===== config.mk =====
export PLATFORM = sky130hd
export DESIGN_NAME = lvds_tx_arbiter
export DESIGN_NICKNAME = d
export VERILOG_FILES = /design/src/rtl/lvds_tx_arbiter.sv
export SDC_FILE = /design/constraint.sdc
export NUM_CORES = 1
export LEC_CHECK = 0
export ABC_AREA = 0
export CORE_MARGIN = 4
export CORE_UTILIZATION = 41
export DETAILED_ROUTE_END_ITERATION = 6
export PLACE_DENSITY = 0.85
export SYNTH_ARGS = -nofsm -noshare
export SYNTH_HDL_FRONTEND = slang
export SYNTH_SLANG_ARGS = --single-unit
export TNS_END_PERCENT = 1

===== constraint.sdc =====
create_clock -name tx_inclock -period 4.75 [get_ports tx_inclock]
set_clock_uncertainty 0.15 [all_clocks]
set_input_delay 0.95 -clock tx_inclock [delete_from_list [all_inputs] [get_ports tx_inclock]]
set_output_delay 0.95 -clock tx_inclock [all_outputs]
set_load 0.1 [all_outputs]

===== src/rtl/lvds_tx_arbiter.sv =====
// Round-robin arbiter that pops one word from a granted source, tags it with
// {1, id, payload} and offers it to the LVDS TX enq port.
module lvds_tx_arbiter #(
  parameter  int ID_W      = 2,
  parameter  int CNT_W     = 16,
  localparam int NUM_REQ   = 2**ID_W,
  localparam int PAYLOAD_W = 31 - ID_W
) (
  input  logic                           tx_inclock,
  input  logic                           reset_n,
  input  logic [NUM_REQ*PAYLOAD_W-1:0]   req_data,
  input  logic [NUM_REQ-1:0]             RDY_req,
  output logic [NUM_REQ-1:0]             EN_req,
  input  logic [NUM_REQ-1:0]             chan_enable,
  input  logic                           link_up,
  output logic [31:0]                    enq_tx,
  output logic                           RDY_enq_tx,
  input  logic                           EN_enq_tx,
  output logic [ID_W-1:0]                grant_id,
  output logic [CNT_W-1:0]               frame_count
);

  // state   | meaning
  // S_IDLE  | no word held; grant the next eligible channel after the pointer
  // S_OFFER | tagged word held and offered to the link until consumed
  typedef enum logic {S_IDLE, S_OFFER} state_t;

  state_t             state_q, state_d;
  logic [ID_W-1:0]    ptr_q, ptr_d;
  logic [ID_W-1:0]    gid_q, gid_d;
  logic [31:0]        hold_q, hold_d;
  logic [CNT_W-1:0]   cnt_q, cnt_d;

  logic [NUM_REQ-1:0] eligible;
  logic               found;
  logic [ID_W-1:0]    pick;
  logic [ID_W-1:0]    cand;
  logic               accept;

  always_ff @(posedge tx_inclock) begin
    if (!reset_n) begin
      state_q <= S_IDLE;
      ptr_q   <= ID_W'(NUM_REQ - 1);
      gid_q   <= '0;
      hold_q  <= '0;
      cnt_q   <= '0;
    end else begin
      state_q <= state_d;
      ptr_q   <= ptr_d;
      gid_q   <= gid_d;
      hold_q  <= hold_d;
      cnt_q   <= cnt_d;
    end
  end

  // Search starts one past the last grant; offset NUM_REQ wraps back to the pointer itself.
  always_comb begin
    eligible = RDY_req & chan_enable & {NUM_REQ{link_up}};
    found    = 1'b0;
    pick     = '0;
    cand     = '0;
    for (int i = 1; i <= NUM_REQ; i++) begin
      cand = ptr_q + ID_W'(i);
      if (!found && eligible[cand]) begin
        found = 1'b1;
        pick  = cand;
      end
    end
  end

  always_comb begin
    state_d    = state_q;
    ptr_d      = ptr_q;
    gid_d      = gid_q;
    hold_d     = hold_q;
    cnt_d      = cnt_q;
    EN_req     = '0;
    RDY_enq_tx = 1'b0;
    accept     = 1'b0;
    case (state_q)
      S_IDLE: begin
        if (found && reset_n) begin
          EN_req[pick] = 1'b1;
          hold_d       = {1'b1, pick, req_data[pick*PAYLOAD_W +: PAYLOAD_W]};
          gid_d        = pick;
          ptr_d        = pick;
          state_d      = S_OFFER;
        end
      end
      S_OFFER: begin
        RDY_enq_tx = link_up & reset_n;
        accept     = EN_enq_tx & link_up & reset_n;
        if (accept) begin
          cnt_d   = cnt_q + CNT_W'(1);
          state_d = S_IDLE;
        end
      end
      default: state_d = S_IDLE;
    endcase
  end

  assign enq_tx      = (state_q == S_OFFER && reset_n) ? hold_q : 32'h0;
  assign grant_id    = gid_q;
  assign frame_count = cnt_q;

endmodule


[Word-level counts from Yosys, hierarchy flattened]
Index checks and enable logic that the tools add are counted.
Storage, ports and cells
  bits in latches: 0
  bits in writable memories: 0
  output and inout port bits: 55
  memories: 0
  ROM bits: 0
  flip-flop bits (word level): 53
Operators by class
  mux-type cells: 25
  bitwise gates (word level): 6
  divide/modulo/power cells: 0
  reductions and logical operators: 11
  order comparisons: 6
  shifts and indexed selects: 1
  multipliers: 1
  equality and inequality tests: 0
  $add $sub $neg: 4
Operator list (count)
  indexed part select 116 x 8 -> 29 bit: 1
  2-to-1 mux 32 bit: 1
  adder 16 x 1 -> 16 bit (second input constant): 1
  < comparator 2 x 3 -> 1 bit (second input constant): 5
  2-to-1 mux 1 bit: 12
  bitwise AND 4 bit: 2
  binary-select mux 1 bit (select 2 bit): 4
  2-to-1 mux 2 bit: 4
  2-to-1 mux 4 bit: 2
  multiplier 2 x 5 -> 7 bit (second input constant): 1
  logical AND 1 bit: 6
  adder 2 bit (second input constant): 2
  AND reduction 2 bit: 2
  bitwise AND 1 bit: 3
  logical NOT 1 bit: 3
  adder 2 x 1 -> 2 bit (second input constant): 1
  demux 1 bit (select 2 bit): 1
  greater-or-equal comparator 2 x 1 -> 1 bit (second input constant): 1
  one-hot mux 1 bit (2 select lines): 1
  NOT 1 bit: 1

[Depth between registers and ports, before layout]
  depth in word-level cells: 20
  depth in mapped cells: 8
  gate-level depth less buffers: 5

[Worst setup path after synthesis]
OpenSTA, ideal clock, no wires.
  path type: input -> output
  start: in link_up
  end: out EN_req[0]
  required time: 3.650 ns
  path slack: 0.480 ns
  arrival: 3.170 ns
  path buffers: 1
  stages on the path: 6
  path through: inv_2 -> or4_1 -> o32ai_1 -> nand2_2 -> buf_6 -> nor2_1
On the way
  word-level cells in the longest chain between the ends: 19
Ends and longest elaborated chain
  start: declaration: RTL line 15  | input logic link_up,
  bitwise AND 4 bit (*): RTL line 58  | eligible = RDY_req & chan_enable & {NUM_REQ{link_up}};
  binary-select mux 1 bit (select 2 bit): RTL line 64  | if (!found && eligible[cand]) begin
  2-to-1 mux 1 bit (implied by the code): RTL line 64
  2-to-1 mux 1 bit: RTL line 64
  logical NOT 1 bit: RTL line 64
  logical AND 1 bit: RTL line 64
  2-to-1 mux 1 bit: RTL line 64
  logical NOT 1 bit: RTL line 64
  (+3 left out)
  logical AND 1 bit: RTL line 64
  2-to-1 mux 2 bit: RTL line 64
  < comparator 2 x 3 -> 1 bit (implied by the code) or greater-or-equal comparator 2 x 1 -> 1 bit (tied branches): RTL line 83  | EN_req[pick] = 1'b1;
  logical AND 1 bit (implied by the code): RTL line 83
  2-to-1 mux 1 bit (implied by the code): RTL line 83
  demux 1 bit (select 2 bit): RTL line 83
  2-to-1 mux 4 bit (*): RTL line 82  | if (found && reset_n) begin
  2-to-1 mux 4 bit (*): RTL line 80  | case (state_q)
  end: declaration: RTL line 13  | output logic [NUM_REQ-1:0] EN_req,
Mark *: on every way between the ends. The rest lies on a longest branch, timed or not. The select of a mux whose other input is x is not followed.

[Worst setup path after layout]
Same ends and word-level chain as after synthesis.

==> metrics.md <==
| Metric | Value |
|---|---|
| Outcome | finished clean |
| Die X-Extent | 94.1 um |
| Final wirelength | 10600 um |
| Netlist Area Pre-Place | 3040 um2 |
| Setup bufs post-CTS | 0 |
| N_diodes | 0 |
| GRT Util Overall | 0.227 |
| R2R setup slack | between 1.5 and 2 ns |
| Number of synthesized flops with an enable pin | 0 |
| Worst-Skew Late Latency | 0.30 ns |
| Tcrit/Tclk final | 0.885 |
| Mapped Cells | 345 |
| Max cap viols | 0 |
| Max VDD drop | 0.182 mV |
| Final HPWL from detailed placement | roughly 8200 um |
| Worst path max stage delay | 0.60 ns |
| Synthesis-to-layout area growth | 63.6% |
| Total negative slack | 0 ns |
| TritonCTS sink count | 51 |
| Total I/O pin count | 183 |
| Crit path required time | 3.65 ns |
| Cts bufs inserted | 5 |
| Yosys warns | 0 |
| DR vias | 3358 |
| Initial core utilization | 0.421 |
| Most frequent cells in the layout | clkdlybuf4s50_1 (144), dfxtp_1 (51), mux2i_1 (45), buf_4 (41), and3_1 (35) |
| Overall power | 0.00114 W |
| Routability cong. | 0.827 |
| Power Density | 228 nW/um2 |
| Crit end category | output port |
| Commonest non-fill, non-tap cell in the layout | clkdlybuf4s50_1 |
| Max clock buf depth | 2 |
| Initial DRC Count | 120 |
| Worst Setup Start Kind | input port |
| Share of cells above drive strength 1 | 0.119 |
| Routed Antenna Nets | 0 |
| WS Path Type | in2out |
| TritonCTS clock tree | yes |
| Min cycle time layout | 4.20 ns |
| Max-slew headroom | 0.192 |
| Cell Rows | 31 |
| Via density | 5.50 |
| Seq/Total Area, Yosys | 0.336 |
| First-pass GRT wire length | roughly 16000 um |
| Buffers on Ports | approximately 180 |
| Antenna violations before repair | 0 |
| Vias in the first global route | 3272 |
| Hold Vio Cnt, Final | 0 |
| Nets@finish | approximately 640 |
| CTS resizes | 0 |
| Chip height | roughly 94 um |
| Number of synthesized register bits | 51 |
| Worst slew pin tran | 1.21 ns |
| DR WL/cell | 17.4 um |
| HP Class | reg2reg |
| Max H-tree Level | 2 |
| Post-synth ARST share | 0 |
| Primary FF master, synth | dfxtp_1 |
| Synth Area per Inst | about 9 um2 |
| Setup Viol. Count Final | 0 |
| RSZ-0062 raised after global routing | no |
| Area of the core | 7210 um2 |
| Post-CTS Hold Buffers | 0 |
| Largest net degree at the start of global routing | 61 |
| Grt total ovfl | 0 |
| Clock-pin slew on the worst setup and hold paths | 0.10 ns |
| Crit Path Max Fanout | 7 |
| Arrival @ worst endpoint | a little over 3 ns |
| DIE AREA | between 8000 and 9000 um2 |
| DRT Pass-1 Iters | 4 |
| Maximum clock frequency | 238 MHz |
| Slew Viols, Final | 0 |
| Leak pwr | between 2 and 2.5 nW |
| Count of different cell masters after synthesis | 45 |
| Root cell of the clock tree | clkbuf_8 |
| Syn nets | around 470 |
| CP cell instances | clkdlybuf4s50_1 > inv_2 > or4_1 > o32ai_1 > nand2_2 > nor2_1 > buf_12 |
| DRC Markers | 0 |
| Crit-path slowest cell | clkdlybuf4s50_1 |
[synth_stat cells (2+ instances only)]
master | count | area, um2
dfxtp_1 | 51 | 1020
mux2i_1 | 45 | 450
and3_1 | 35 | 219
nand2_1 | 30 | 113
nand3_1 | 23 | 115
a32oi_1 | 20 | 175
o211ai_1 | 19 | 143
clkbuf_1 | 15 | 56.3
o221ai_1 | 11 | 96.3
and2_1 | 9 | 56.3
buf_2 | 8 | 40.0
inv_1 | 7 | 26.3
nor3_1 | 6 | 30.0
a21boi_0 | 5 | 37.5
or3_1 | 5 | 31.3
xnor2_1 | 5 | 43.8
buf_6 | 4 | 45.0
nand2b_1 | 4 | 25.0
nor2_1 | 4 | 15.0
buf_4 | 3 | 22.5
nor2b_1 | 3 | 18.8
o21ai_0 | 3 | 15.0
xor2_1 | 3 | 26.3
a21oi_1 | 2 | 10.0
a22oi_1 | 2 | 15.0
buf_1 | 2 | 7.51
nand4_1 | 2 | 12.5
o211a_1 | 2 | 20.0
[registers in the layout, summed over array words and instances, names as in the netlist]
| register | count |
|---|---|
| frame_count | 16 |
| grant_id | 1 |
| hold_q | 31 |
| ptr_q | 2 |
| state_q | 1 |
[critical path: cells and delay by family]
| family | cells | cell delay [ns] |
|---|---|---|
| and+or+nand+nor | 3 | 0.96 |
| buffers and inverters | 3 | 0.93 |
| AOI/OAI and AO/OA | 1 | 0.26 |
[report_power, final]
group | internal, W | switching (W) | leakage [nW]
clock network | 0.000210 | 0.000151 | 0.0644
logic | 0.000154 | 0.000144 | 1.77
registers | 0.000455 | 0.0000212 | 0.416
total | 0.000819 | 0.000317 | 2.25
[stage by stage]
step	hold slack [ns]	setup WS [ns]	util	instance area (um2)	cells
6_report	0.302	0.547	0.689	4970	610
5_1_grt	0.331	0.469	0.689	4970	610
4_1_cts	0.308	0.582	0.689	4970	610
3_5_place_dp	0.292	0.603	0.670	4830	602
3_3_place_gp	0.276	0.655	0.670	4830	602
2_1_floorplan	0.265	0.480	-	3040	345
[final timing paths]
check / end / cells past startpoint / startpoint
worst max-delay path: EN_req[0] / 7 / link_up
worst max register to register: frame_count[15] / 5 / state_q
worst min register to register: hold_q[31] / 2 / hold_q[31]
worst min-delay path: hold_q[31] / 2 / hold_q[31]
[logic make-up (layout without fill, tap and decap cells)]
logic type                 count (synthesis)  count (layout)  synth area share
muxes                                     45              45             0.148
and+or+nand+nor                          129             129             0.231
AOI/OAI and AO/OA                         71              71             0.191
DFF                                       51              51             0.336
buffers and inverters                     40             206            0.0663
xor gates and xnor gates                   8               8            0.0231
adders and majority gates                  1               1           0.00412
[area by class of cell]
cell class	count	area (um2)
clock inverters	3	67.6
inverters	8	30.0
repair buffers	190	1830
fillers	606	2250
flip-flops and latches	51	1020
multi-input cells	254	1820
well taps	99	124
clock buffers	5	68.8
[routing by layer]
metal / track usage / vias to the layer above / part of all wire
met4: 0.0409 / 0 / 0.010
met5: 0 / - / 0
met1: 0.269 / 1573 / 0.40
met3: 0.0673 / 12 / 0.087
li1: - / 1634 / -
met2: 0.407 / 139 / 0.51
Power figures use the tool's default switching activity.
